[src/rtl/ethernet_ip_stream_scheduler_if.sv]
// Request/completion handshake between the stream scheduler (master) and the
// shared packet datapath (slave).
interface ethernet_ip_stream_scheduler_if #(
  parameter int SID_W = 2
);
  logic             req_valid;
  logic             req_ready;
  logic [SID_W-1:0] req_stream;
  logic [31:0]      req_seq;
  logic             pkt_done;

  modport master (output req_valid, req_stream, req_seq, input req_ready, pkt_done);
  modport slave  (input req_valid, req_stream, req_seq, output req_ready, pkt_done);
endinterface

[src/rtl/ethernet_ip_stream_scheduler.sv]
// Round-robin scheduler sharing one packet datapath among NUM_STREAMS streams,
// each with its own packet budget, sequence counter and inter-packet gap.
module ethernet_ip_stream_scheduler #(
  parameter int NUM_STREAMS = 4,
  parameter int SID_W       = $clog2(NUM_STREAMS)
) (
  input  logic                           clk_ifc,
  input  logic                           sreset_ifc,
  input  logic [NUM_STREAMS-1:0]         stream_en,
  input  logic [NUM_STREAMS-1:0]         stream_start,
  input  logic [NUM_STREAMS-1:0][31:0]   stream_num_packets,
  input  logic [NUM_STREAMS-1:0][15:0]   stream_interval,
  ethernet_ip_stream_scheduler_if.master req_if,
  output logic [NUM_STREAMS-1:0]         stream_active,
  output logic [NUM_STREAMS-1:0][31:0]   stream_sent,
  output logic                           busy
);

  typedef enum logic [1:0] {ST_ARB, ST_ISSUE, ST_WAIT_DONE} state_t;

  state_t                       state;
  logic [NUM_STREAMS-1:0][31:0] remaining;
  logic [NUM_STREAMS-1:0][31:0] seq;
  logic [NUM_STREAMS-1:0][31:0] sent;
  logic [NUM_STREAMS-1:0][15:0] gap;
  logic [NUM_STREAMS-1:0]       cont;
  logic [NUM_STREAMS-1:0]       has_budget;
  logic [NUM_STREAMS-1:0]       eligible;
  logic [SID_W-1:0]             rr_ptr;
  logic [SID_W-1:0]             grant_idx;
  logic [SID_W:0]               cand;
  logic                         grant_found;
  logic                         req_valid_q;
  logic [SID_W-1:0]             req_stream_q;
  logic [31:0]                  req_seq_q;

  always_comb begin
    for (int i = 0; i < NUM_STREAMS; i++) begin
      has_budget[i] = cont[i] | (remaining[i] != '0);
      eligible[i]   = stream_en[i] & has_budget[i] & (gap[i] == '0);
    end
  end

  // Search starts one past the last grant; cand is one bit wider so the wrap
  // can be done with a single conditional subtract for any NUM_STREAMS.
  always_comb begin
    // NOTE: every always_comb output gets a default first so no path leaves it unassigned (no latch).
    grant_found = 1'b0;
    grant_idx   = '0;
    cand        = '0;
    for (int k = 1; k <= NUM_STREAMS; k++) begin
      cand = {1'b0, rr_ptr} + (SID_W+1)'(k);
      if (cand >= (SID_W+1)'(NUM_STREAMS)) cand = cand - (SID_W+1)'(NUM_STREAMS);
      if (!grant_found && eligible[cand[SID_W-1:0]]) begin
        grant_found = 1'b1;
        grant_idx   = cand[SID_W-1:0];
      end
    end
  end

  always_ff @(posedge clk_ifc) begin
    if (sreset_ifc) begin
      // NOTE: per-stream state is held in flops (not RAM), so it is reset along with the FSM.
      state        <= ST_ARB;
      rr_ptr       <= SID_W'(NUM_STREAMS - 1);
      req_valid_q  <= 1'b0;
      req_stream_q <= '0;
      req_seq_q    <= '0;
      busy         <= 1'b0;
      remaining    <= '0;
      cont         <= '0;
      seq          <= '0;
      gap          <= '0;
      sent         <= '0;
    end else begin
      // NOTE: sequential state uses non-blocking assignment so all flops update from pre-edge values.
      for (int i = 0; i < NUM_STREAMS; i++) begin
        if (gap[i] != '0) gap[i] <= gap[i] - 16'd1;
      end

      case (state)
        ST_ARB: begin
          if (grant_found) begin
            req_stream_q <= grant_idx;
            req_seq_q    <= seq[grant_idx];
            rr_ptr       <= grant_idx;
            req_valid_q  <= 1'b1;
            busy         <= 1'b1;
            state        <= ST_ISSUE;
          end
        end
        ST_ISSUE: begin
          if (req_if.req_ready) begin
            seq[req_stream_q] <= seq[req_stream_q] + 32'd1;
            if (!cont[req_stream_q]) remaining[req_stream_q] <= remaining[req_stream_q] - 32'd1;
            req_valid_q <= 1'b0;
            state       <= ST_WAIT_DONE;
          end
        end
        ST_WAIT_DONE: begin
          if (req_if.pkt_done) begin
            if (sent[req_stream_q] != '1) sent[req_stream_q] <= sent[req_stream_q] + 32'd1;
            gap[req_stream_q] <= stream_interval[req_stream_q];
            busy              <= 1'b0;
            state             <= ST_ARB;
          end
        end
        default: state <= ST_ARB;
      endcase

      // NOTE: the last non-blocking write to a flop in a block wins, which gives start priority over handshake/done updates.
      for (int i = 0; i < NUM_STREAMS; i++) begin
        if (stream_start[i]) begin
          remaining[i] <= stream_num_packets[i];
          cont[i]      <= (stream_num_packets[i] == '0);
          seq[i]       <= '0;
          sent[i]      <= '0;
          gap[i]       <= '0;
        end
      end
    end
  end

  assign req_if.req_valid  = req_valid_q;
  assign req_if.req_stream = req_stream_q;
  assign req_if.req_seq    = req_seq_q;
  assign stream_active     = stream_en & has_budget;
  assign stream_sent       = sent;

endmodule
[src/flat_wrapper.sv]
// flat-port wrapper written by rule: the top's interface ports become plain ports
module ethernet_ip_stream_scheduler_flat 
#(
  parameter int NUM_STREAMS = 4,
  parameter int SID_W       = $clog2(NUM_STREAMS)
)
  (clk_ifc, sreset_ifc, stream_en, stream_start, stream_num_packets, stream_interval, stream_active, stream_sent, busy, req_if_req_valid, req_if_req_stream, req_if_req_seq, req_if_req_ready, req_if_pkt_done);
  ethernet_ip_stream_scheduler_if #(.SID_W(SID_W)) req_if_i ();
  input  logic clk_ifc;
  input  logic sreset_ifc;
  input  logic [NUM_STREAMS-1:0] stream_en;
  input  logic [NUM_STREAMS-1:0] stream_start;
  input  logic [NUM_STREAMS-1:0][31:0] stream_num_packets;
  input  logic [NUM_STREAMS-1:0][15:0] stream_interval;
  output logic [NUM_STREAMS-1:0] stream_active;
  output logic [NUM_STREAMS-1:0][31:0] stream_sent;
  output logic busy;
  output wire logic [$bits(req_if_i.req_valid)-1:0] req_if_req_valid;
  output wire logic [$bits(req_if_i.req_stream)-1:0] req_if_req_stream;
  output wire logic [$bits(req_if_i.req_seq)-1:0] req_if_req_seq;
  input wire logic [$bits(req_if_i.req_ready)-1:0] req_if_req_ready;
  input wire logic [$bits(req_if_i.pkt_done)-1:0] req_if_pkt_done;
  assign req_if_req_valid = req_if_i.req_valid;
  assign req_if_req_stream = req_if_i.req_stream;
  assign req_if_req_seq = req_if_i.req_seq;
  assign req_if_i.req_ready = req_if_req_ready;
  assign req_if_i.pkt_done = req_if_pkt_done;
  ethernet_ip_stream_scheduler #(.NUM_STREAMS(NUM_STREAMS), .SID_W(SID_W)) u_core (.clk_ifc(clk_ifc), .sreset_ifc(sreset_ifc), .stream_en(stream_en), .stream_start(stream_start), .stream_num_packets(stream_num_packets), .stream_interval(stream_interval), .req_if(req_if_i), .stream_active(stream_active), .stream_sent(stream_sent), .busy(busy));
endmodule
[config.mk]
export PLATFORM = sky130hd
export DESIGN_NAME = ethernet_ip_stream_scheduler_flat
export DESIGN_NICKNAME = d
export VERILOG_FILES = /design/src/rtl/ethernet_ip_stream_scheduler_if.sv /design/src/rtl/ethernet_ip_stream_scheduler.sv /design/src/flat_wrapper.sv
export SDC_FILE = /design/constraint.sdc
export NUM_CORES = 1
export LEC_CHECK = 0
export CAP_MARGIN = 20
export CORE_MARGIN = 2
export CORE_UTILIZATION = 50
export DETAILED_ROUTE_END_ITERATION = 8
export PLACE_DENSITY = 0.75
export SETUP_SLACK_MARGIN = 0.1
export SLEW_MARGIN = 20
export SYNTH_ARGS = -nofsm -noshare
export SYNTH_HDL_FRONTEND = slang
export SYNTH_SLANG_ARGS = --single-unit
[constraint.sdc]
create_clock -name clk_ifc -period 11 [get_ports clk_ifc]
set_input_delay 1.1 -clock clk_ifc [delete_from_list [all_inputs] [get_ports clk_ifc]]
set_output_delay 1.1 -clock clk_ifc [all_outputs]
set_load 0.01 [all_outputs]
==> results.md, run 1 <==
- Counting every sink on the clock net gives 492.
- The number of buffers created by CTS is 53.
- The clock slew at the register clock pins of the worst setup and hold paths is 0.06 ns.
- The largest stage delay on the critical path is 0.87 ns.
- Yosys printed 0 warnings.
- The top cell type by area accounts for 39.2% of the synthesized area.
- The element type at the critical path start is a register.
- The final design utilization is 61.8%.
- The largest area contributor in the netlist is sky130_fd_sc_hd__dfxtp_1.
- The number of DRC violations after detailed routing is 0.
- The die is 228 um wide.
- Among all stages on the critical path, the largest delay is contributed by sky130_fd_sc_hd__o221ai_2.
- The tool flagged a number of max-cap violations equal to 0.
- The number of fillers in the final layout is 4165.
- The leakage power total is 11.0 nW.
- Post-CTS timing repair inserted 0 buffers for setup.
- The wire-length estimate of the detail-placed layout is 60200 um.
- The achievable frequency is 209 MHz.
- Setup violations remaining at the end of the flow were counted as 0.
- The logic gate share of total power is 41.5%.
- Relative to the synthesized area, the layout overhead comes to 22.8%.
- Once placement completed, the tool counted placed cells totaling 3639.
- The count of boundary I/O pins is 372.
- The switching share of power is 39.1%.
- The count of hold buffers inserted by post-cts repair is 0.
- Grouping stages by cell kind, the critical path spends the most delay in simple AND/OR/NAND/NOR gates.
- By area the synthesized netlist is led by sky130_fd_sc_hd__dfxtp_1 39%, sky130_fd_sc_hd__a211oi_1 6.8%, sky130_fd_sc_hd__mux4_2 6.2%.
- Synthesis produced a netlist with a net count of 3005.
- The die span in y is 228 um.
- The first TritonRoute pass finished after 6 iterations.
- The final wirelength is 88000 um.
- The remaining max-slew budget at the tightest pin is 21.1%.
- The initial antenna violation count was 2.
- For this block, the initial DRC count from the detailed router was 2663.
- At the end of routability-driven placement, the weighted congestion stood at 0.972.
- Cells with a size suffix above 1 make up 8.54% of the layout.
- The number of global-route vias before repair is 23029.
- The mapped cell area is 25100 um2.
- The part of the total power dissipated in the clock network is 27.3%.
- Once detail routing completed, the nets flagged for antenna violations numbered 0.
- The final critical delay including setup and external delays is 4.78 ns.
- Synthesis produced a netlist whose cell count is 2794.
- Sequential cells account for 31.1% of the total power.
- The library cell used most frequently in the layout, excluding fill and tap cells, is sky130_fd_sc_hd__dfxtp_1.
- Gates resized during post-CTS repair numbered 0.
- The worst path required time is 11.45 ns.
- The effective utilization at floorplan is 50.3%.
- In the final timing run, aggregate negative setup slack is 0 ns.
- The root buffer selected by CTS is sky130_fd_sc_hd__clkbuf_16.
- Power spread over the standard cell area amounts to 225 nW/um2.
- The class of the worst hold path is reg -> reg.
- The area of the core is 49900 um2.
- The final count of hold timing violations is 0.
- The largest clock skew in the final design is 0.0134 ns.
- The H-tree generated during clock tree synthesis spans 2 levels.
- The count of state elements after synthesis is 492.
- The critical path data arrival time is 5.23 ns.
- In this run the tool buffered the top-level ports with 371 buffer cells.
- The largest fanout of any net on the critical path is 18.
- The worst supply voltage drop on vdd is 0.000216 V.
- The final critical-path share of the clock period is 43.5%.
- The repair_antennas step left the layout with diodes totalling 0.
- Global routing used 32.4% of the available tracks.
- The global-route wire length before repair is 135000 um.
- The synthesized design contains 0 enable-type register cells.
- Setup repair after global routing left no endpoint under its margin.
- Clock latency on the worst-skew pair, taken at its later pin, is 0.61 ns.
- The transition time at the pin with the least slew margin is 1.17 ns.
- The category of the worst setup path capture point is a register.
- For this run, the leading register cell type out of synthesis is sky130_fd_sc_hd__dfxtp_1.
- Row generation in the floorplan step produced 82 rows.
- The die footprint is 52000 um2.
- Walking the worst path, the cells encountered are inv_1 > ha_1 > or3b_1 > or4b_4 > nor3_4 > nand3b_1 > o221ai_2 > a21o_1 > nand2b_1 > o221ai_1.
- The multi-input combinational cells in the finished layout cover a total of 14100 um2.
- The number of pins with negative max-slew slack in the final report was 0.
- Of all flip-flops after synthesis, the portion carrying an async set or reset was 0%.
- The total power after layout is 6.94 mW.
- The number of buffers and inverters on the critical path is 1.
- The routed layout has 24109 vias.
- Entering global routing, the biggest net connects 132 pins.
- Dividing the detail-routed via count by the number of cells gives 6.45.
- The mean cell area of the mapped netlist is 8.98 um2.
- The final layout contains 3237 nets.
- After global routing the overflow that remains totals 0.
- TritonCTS built the clock tree.
- In this run, distinct cell masters in the synthesized netlist total 76.
- The count of placed standard cells in the final layout, fillers left out is 3739.
- In the layout the commonest cells are 490 x sky130_fd_sc_hd__dfxtp_1, 397 x sky130_fd_sc_hd__nor2_1, 370 x sky130_fd_sc_hd__clkdlybuf4s50_1.
- The post-synthesis sequential area ratio is 39.2%.
- The internal power summed over all cells is 4.22 mW.
- The run finished with clean final reports.
- The critical path start-end classification is reg -> reg.
- The wire length per cell after detailed routing is 23.5 um.
- In this run the deepest clock path goes through 3 buffers.
- Across all hold checks on the routed design, the worst slack comes to 0.474 ns.
- In this run the power spent charging and discharging nets is 2.71 mW.
- The sequential cell area is 9860 um2.
[routing by layer]
| layer | track usage, % | up-vias | routed length [um] |
|---|---|---|---|
| met4 | 11.4 | 2 | 2630 |
| met1 | 43.9 | 11708 | 35800 |
| met5 | 0 | - | 13 |
| li1 | - | 10783 | - |
| met2 | 50.1 | 1446 | 39800 |
| met3 | 8.36 | 170 | 9670 |
[kinds of logic after synthesis]
group | Yosys count | synth area share (%)
AO/OA/AOI/OAI | 766 | 19.4
XOR/XNOR | 135 | 4.71
adder cells (fa/ha/maj) | 7 | 0.349
buffers and inverters | 270 | 5.14
flip-flops | 492 | 39.2
multiplexers | 161 | 11.7
AND/OR/NAND/NOR | 963 | 19.5
[worst paths after layout]
path | start | to | cells after the start | slack [ns]
worst max-delay path | u_core.gap[16] | u_core.req_if.req_seq[6] | 10 | 6.22
worst min-delay path | u_core.req_if.req_valid | u_core.req_if.req_valid | 2 | 0.47
worst max register to register | u_core.gap[16] | u_core.req_if.req_seq[6] | 10 | 6.22
worst min register to register | u_core.req_if.req_valid | u_core.req_if.req_valid | 2 | 0.47
[through the flow]
step,instance area (um2),setup WS [ns]
after floorplan,25100,7.32
after global placement,28900,6.40
after detailed placement,28900,6.30
after CTS,30700,6.33
after global routing,30800,6.06
final,30800,6.22
[cell usage after synthesis (10+ instances only)]
master	count
sky130_fd_sc_hd__a211oi_1	226
sky130_fd_sc_hd__o21bai_1	17
sky130_fd_sc_hd__mux4_1	26
sky130_fd_sc_hd__and2_1	10
sky130_fd_sc_hd__nor4b_1	29
sky130_fd_sc_hd__xnor2_1	73
sky130_fd_sc_hd__nand4_1	39
sky130_fd_sc_hd__buf_6	17
sky130_fd_sc_hd__o21ai_0	182
sky130_fd_sc_hd__xor2_1	62
sky130_fd_sc_hd__nor2_1	403
sky130_fd_sc_hd__buf_1	17
sky130_fd_sc_hd__nor3_1	79
sky130_fd_sc_hd__or3_1	30
sky130_fd_sc_hd__clkbuf_1	163
sky130_fd_sc_hd__nand3_1	27
sky130_fd_sc_hd__dfxtp_1	492
sky130_fd_sc_hd__and3_1	17
sky130_fd_sc_hd__mux4_2	69
sky130_fd_sc_hd__buf_4	11
sky130_fd_sc_hd__a21o_1	62
sky130_fd_sc_hd__a21oi_1	207
sky130_fd_sc_hd__nand3b_1	20
sky130_fd_sc_hd__inv_1	39
sky130_fd_sc_hd__o221ai_1	16
sky130_fd_sc_hd__buf_2	14
sky130_fd_sc_hd__nor2b_1	17
sky130_fd_sc_hd__or2_2	14
sky130_fd_sc_hd__nand2_1	125
sky130_fd_sc_hd__mux2i_1	64
sky130_fd_sc_hd__nor4_1	88
[state kept, by name (all words and copies together) (netlist names)]
signal                    flops
u_core.busy                   1
u_core.remaining            128
u_core.gap                   64
u_core.cont                   4
u_core.req_if.req_stream      2
u_core.req_if.req_seq        32
u_core.req_if.req_valid       1
u_core.state                  2
u_core.stream_sent          128
u_core.seq                  128
u_core.rr_ptr                 2
[tightest hold or removal path, delay by kind of cell (launching register included)]
family	cells	cell delay, ns
flip-flops	1	0.31
AO/OA/AOI/OAI	1	0.06
AND/OR/NAND/NOR	1	0.05
[final cells by class]
class	instances	area share [%]
sequential	492	32.0
multi-input combinational	2032	45.7
inverter	39	0.475
tap	672	2.73
clock inverter	21	0.978
timing repair buffer	408	13.2
clock buffer	75	4.99
[power by group through the flow]
stage	clock, mW	sequential, mW	combinational [mW]
final	1.90	2.16	2.88
after global routing	1.98	2.18	3.08
after CTS	1.91	2.15	2.82
after detailed placement	0	2.19	2.80
after global placement	0	2.18	2.73
after floorplan	0	2.09	2.21
Power figures use the tool's default switching activity.
==> run 2, diff against run 1 <==
==> constraint.sdc (replaced) <==
create_clock -name clk_ifc -period 4.4 [get_ports clk_ifc]
set_input_delay 0.44 -clock clk_ifc [delete_from_list [all_inputs] [get_ports clk_ifc]]
set_output_delay 0.44 -clock clk_ifc [all_outputs]
set_load 0.01 [all_outputs]
==> results.md, run 2 (synthesized netlist as in run 1, its figures left out) <==
- The flow ran to the end, and the final reports show no timing, DRC or antenna violations.
- The remaining number of nets flagged by the antenna check after routing is 0 (unchanged).
- The cell type of the slowest stage on the worst timing path is sky130_fd_sc_hd__mux4_1.
- The combined area of the multi-input logic cells is 14100 um2 (about the same).
- The leakage power total is 11.1 nW (+1.7%).
- The library cell used most frequently in the layout, excluding fill and tap cells, is sky130_fd_sc_hd__dfxtp_1.
- The worst reg-to-reg path cell count is 9 (-1).
- The kind of cell with the highest combined delay on the critical path is simple AND/OR/NAND/NOR gates.
- The critical path data arrival time is 4.45 ns (-0.78 ns).
- The number of global-route vias before repair is 23471 (+1.9%).
- The initial antenna violation count was 1 (-1).
- The final-layout worst hold slack is 0.423 ns (-0.0508 ns).
- The largest clock skew in the final design was 0.0289 ns (+0.0155 ns).
- The largest stage delay on the critical path came to 0.73 ns (-0.14 ns).
- The number of H-tree branching levels is 2 (unchanged).
- The number of port buffers is 371 (unchanged).
- The final net count is 3275 (+1.2%).
- STA classifies the critical path endpoint as a register.
- The achievable frequency is 254 MHz (+22%).
- The root buffer selected by CTS is sky130_fd_sc_hd__clkbuf_16.
- The placer congestion estimate came to 0.998 (+2.7%).
- The power density relative to cell area came to 565 nW/um2 (+150%).
- The net switching power figure was 6.87 mW (+150%).
- The element type at the critical path start is a register.
- The switching share of power is 39.1% (-0.057 points).
- The class of the worst hold path is in -> reg.
- The transition time at the pin with the least slew margin is 1.09 ns (-0.0815 ns).
- The largest fanout of any net on the critical path is 26 (+8).
- The number of buffers and inverters on the critical path is 1 (unchanged).
- The placed instance area came to 29300 um2 (+1.4%).
- The final instance area is 31100 um2 (+0.98%).
- The final critical delay including setup and external delays is 3.93 ns (-0.846 ns).
- The worst supply voltage drop on vdd is 0.000469 V (+120%).
- The count of clock tree sinks is 492 (unchanged).
- The critical path start-end classification is reg -> reg.
- The HPWL reported at the end of detailed placement is 63900 um (+6.3%).
- The buffers inserted during post-CTS setup optimization came to 0 (unchanged).
- The setup-violating endpoint count in the final report was 0 (unchanged).
- The logic gate share of total power was 42.4% (+0.9 points).
- For hold timing, the worst endpoint is u_core.remaining[109].
- The fraction of layout instances using a drive strength above 1 is 9.66% (+1.1 points).
- The detailed-routing iteration count for the pre-antenna-repair pass is 8 (+2).
- TritonCTS built the clock tree.
- The die boundary width is 228 um (unchanged).
- The wire length per cell after detailed routing is 24.5 um (+4.2%).
- The part of the total power dissipated in the clock network came to 27.0% (-0.3 points).
- The power share of the sequential group is 30.6% (-0.5 points).
- The number of DRC violations after detailed routing was 0 (unchanged).
- The worst hold path begins at stream_num_packets[109].
- The clock network latency to the later pin of the worst-skew pair is 0.62 ns (about the same).
- The pin count of the biggest net entering global routing is 72 (-45%).
- The total track usage was 34.5% (+2.1 points).
- The average vias per placed instance came to 6.44 (-0.18%).
- The worst register-to-register path begins at u_core.req_if.req_stream[0].
- The effective utilization at floorplan is 50.3% (unchanged).
- The number of pins with negative max-slew slack in the final report came to 0 (unchanged).
- In the layout the commonest cells are 490 x sky130_fd_sc_hd__dfxtp_1, 397 x sky130_fd_sc_hd__nor2_1, 369 x sky130_fd_sc_hd__clkdlybuf4s50_1.
- The number of max-cap violations is 0 (unchanged).
- The count of instances resized after the clock tree is built is 0 (unchanged).
- The count of boundary I/O pins came to 372 (unchanged).
- The final count of hold timing violations came to 0 (unchanged).
- The sequential cell area is 9860 um2 (unchanged).
- The area of the core is 49900 um2 (unchanged).
- The worst path required time is 4.91 ns (-6.54 ns).
- The internal power summed over all cells is 10.7 mW (+150%).
- The clock slew at the register clock pins of the worst setup and hold paths is 0.06 ns (about the same).
- The number of cells traversed by the worst hold path came to 3 (+1).
- The die span in y came to 228 um (unchanged).
- The maximum clock path buffer count was 3 (unchanged).
- The vias after detailed routing is 24304 (+0.81%).
- The count of placed standard cells in the final layout, fillers left out is 3776 (+0.99%).
- The worst setup slack before clock tree synthesis was 0.513 ns (-5.78 ns).
- The worst register-to-register path ends at u_core.remaining[91].
- Walking the worst path, the cells encountered are mux4_1 > nor4_1 > buf_4 > nor4b_4 > nand3_4 > or4_1 > xor2_1 > a21oi_1 > a21o_1.
- The count of hold buffers inserted by post-cts repair is 0 (unchanged).
- The number of cell rows was 82 (unchanged).
- The remaining max-slew budget at the tightest pin is 27.0% (+5.9 points).
- Setup repair after global routing left no endpoint under its margin.
- The number of DRC violations after detailed-routing iteration 0 is 2759 (+3.6%).
- The setup slack of the worst register-to-register path came to 0.47 ns (-5.75 ns).
- The total negative slack for setup checks came to 0 ns (unchanged).
- The antenna diode count is 0 (unchanged).
- The final critical-path share of the clock period is 89.4% (+46 points).
- The worst setup margin is 0.466 ns (-5.75 ns).
- Relative to the synthesized area, the layout overhead comes to 24.0%.
- The global-route wire length before repair is 141000 um (+5.1%).
- The number of buffers created by CTS is 53 (unchanged).
- The global route total overflow was 0 (unchanged).
- The final wirelength is 92500 um (+5.2%).
- The total instance count after detailed placement is 3680 (+1.1%).
- The die footprint came to 52000 um2 (unchanged).
- The number of fillers in the final layout is 4163 (-0.048%).
[run 2: power groups by stage]
| stage | Sequential (mW) | Combinational [mW] | Clock (mW) |
|---|---|---|---|
| after floorplan | 5.23 | 5.51 | 0 |
| after CTS | 5.36 | 7.34 | 4.78 |
| after detailed placement | 5.46 | 7.28 | 0 |
| after global routing | 5.43 | 8.00 | 4.97 |
| after global placement | 5.44 | 7.17 | 0 |
| final | 5.38 | 7.45 | 4.75 |
[run 2: per-stage QoR]
stage,power (mW),util [%]
final,17.6,62.4
after global routing,18.4,62.4
after CTS,17.5,62.4
after detailed placement,12.7,58.7
after global placement,12.6,58.7
after floorplan,10.7,-
[run 2: worst max-delay path by stage]
stage	start	slack (ns)	depth (start not counted)	to
floorplan	u_core.req_if.req_stream[0]	0.72	18	u_core.stream_sent[74]
global placement	u_core.req_if.req_stream[0]	0.58	10	u_core.remaining[122]
detailed placement	u_core.req_if.req_stream[0]	0.51	9	u_core.remaining[112]
CTS	u_core.req_if.req_stream[0]	0.49	9	u_core.remaining[48]
global route	u_core.req_if.req_stream[0]	0.26	10	u_core.remaining[60]
finish	u_core.req_if.req_stream[0]	0.47	9	u_core.remaining[91]
[run 2: worst reg2reg max path, cell delays in order (launching register included)]
cell                      delay (ns)
sky130_fd_sc_hd__dfxtp_4        0.69
sky130_fd_sc_hd__mux4_1         0.76
sky130_fd_sc_hd__nor4_1         0.45
sky130_fd_sc_hd__buf_4          0.20
sky130_fd_sc_hd__nor4b_4        0.32
sky130_fd_sc_hd__nand3_4        0.16
sky130_fd_sc_hd__or4_1          0.45
sky130_fd_sc_hd__xor2_1         0.49
sky130_fd_sc_hd__a21oi_1        0.13
sky130_fd_sc_hd__a21o_1         0.18
[run 2: layout make-up]
class / count / area share (%)
clock buffers: 74 / 4.90
repair buffers: 446 / 14.1
inverters: 39 / 0.470
multi-input cells: 2032 / 45.2
flip-flops and latches: 492 / 31.7
well taps: 672 / 2.70
clock inverters: 21 / 0.988
[run 2: per-layer routing]
metal / share of wire (%) / track usage [%] / vias up
met3: 11 / 7.89 / 219
met4: 4.0 / 13.5 / 2
met5: 0.014 / 0 / -
li1: - / - / 10874
met1: 41 / 46.8 / 11780
met2: 44 / 53.6 / 1429
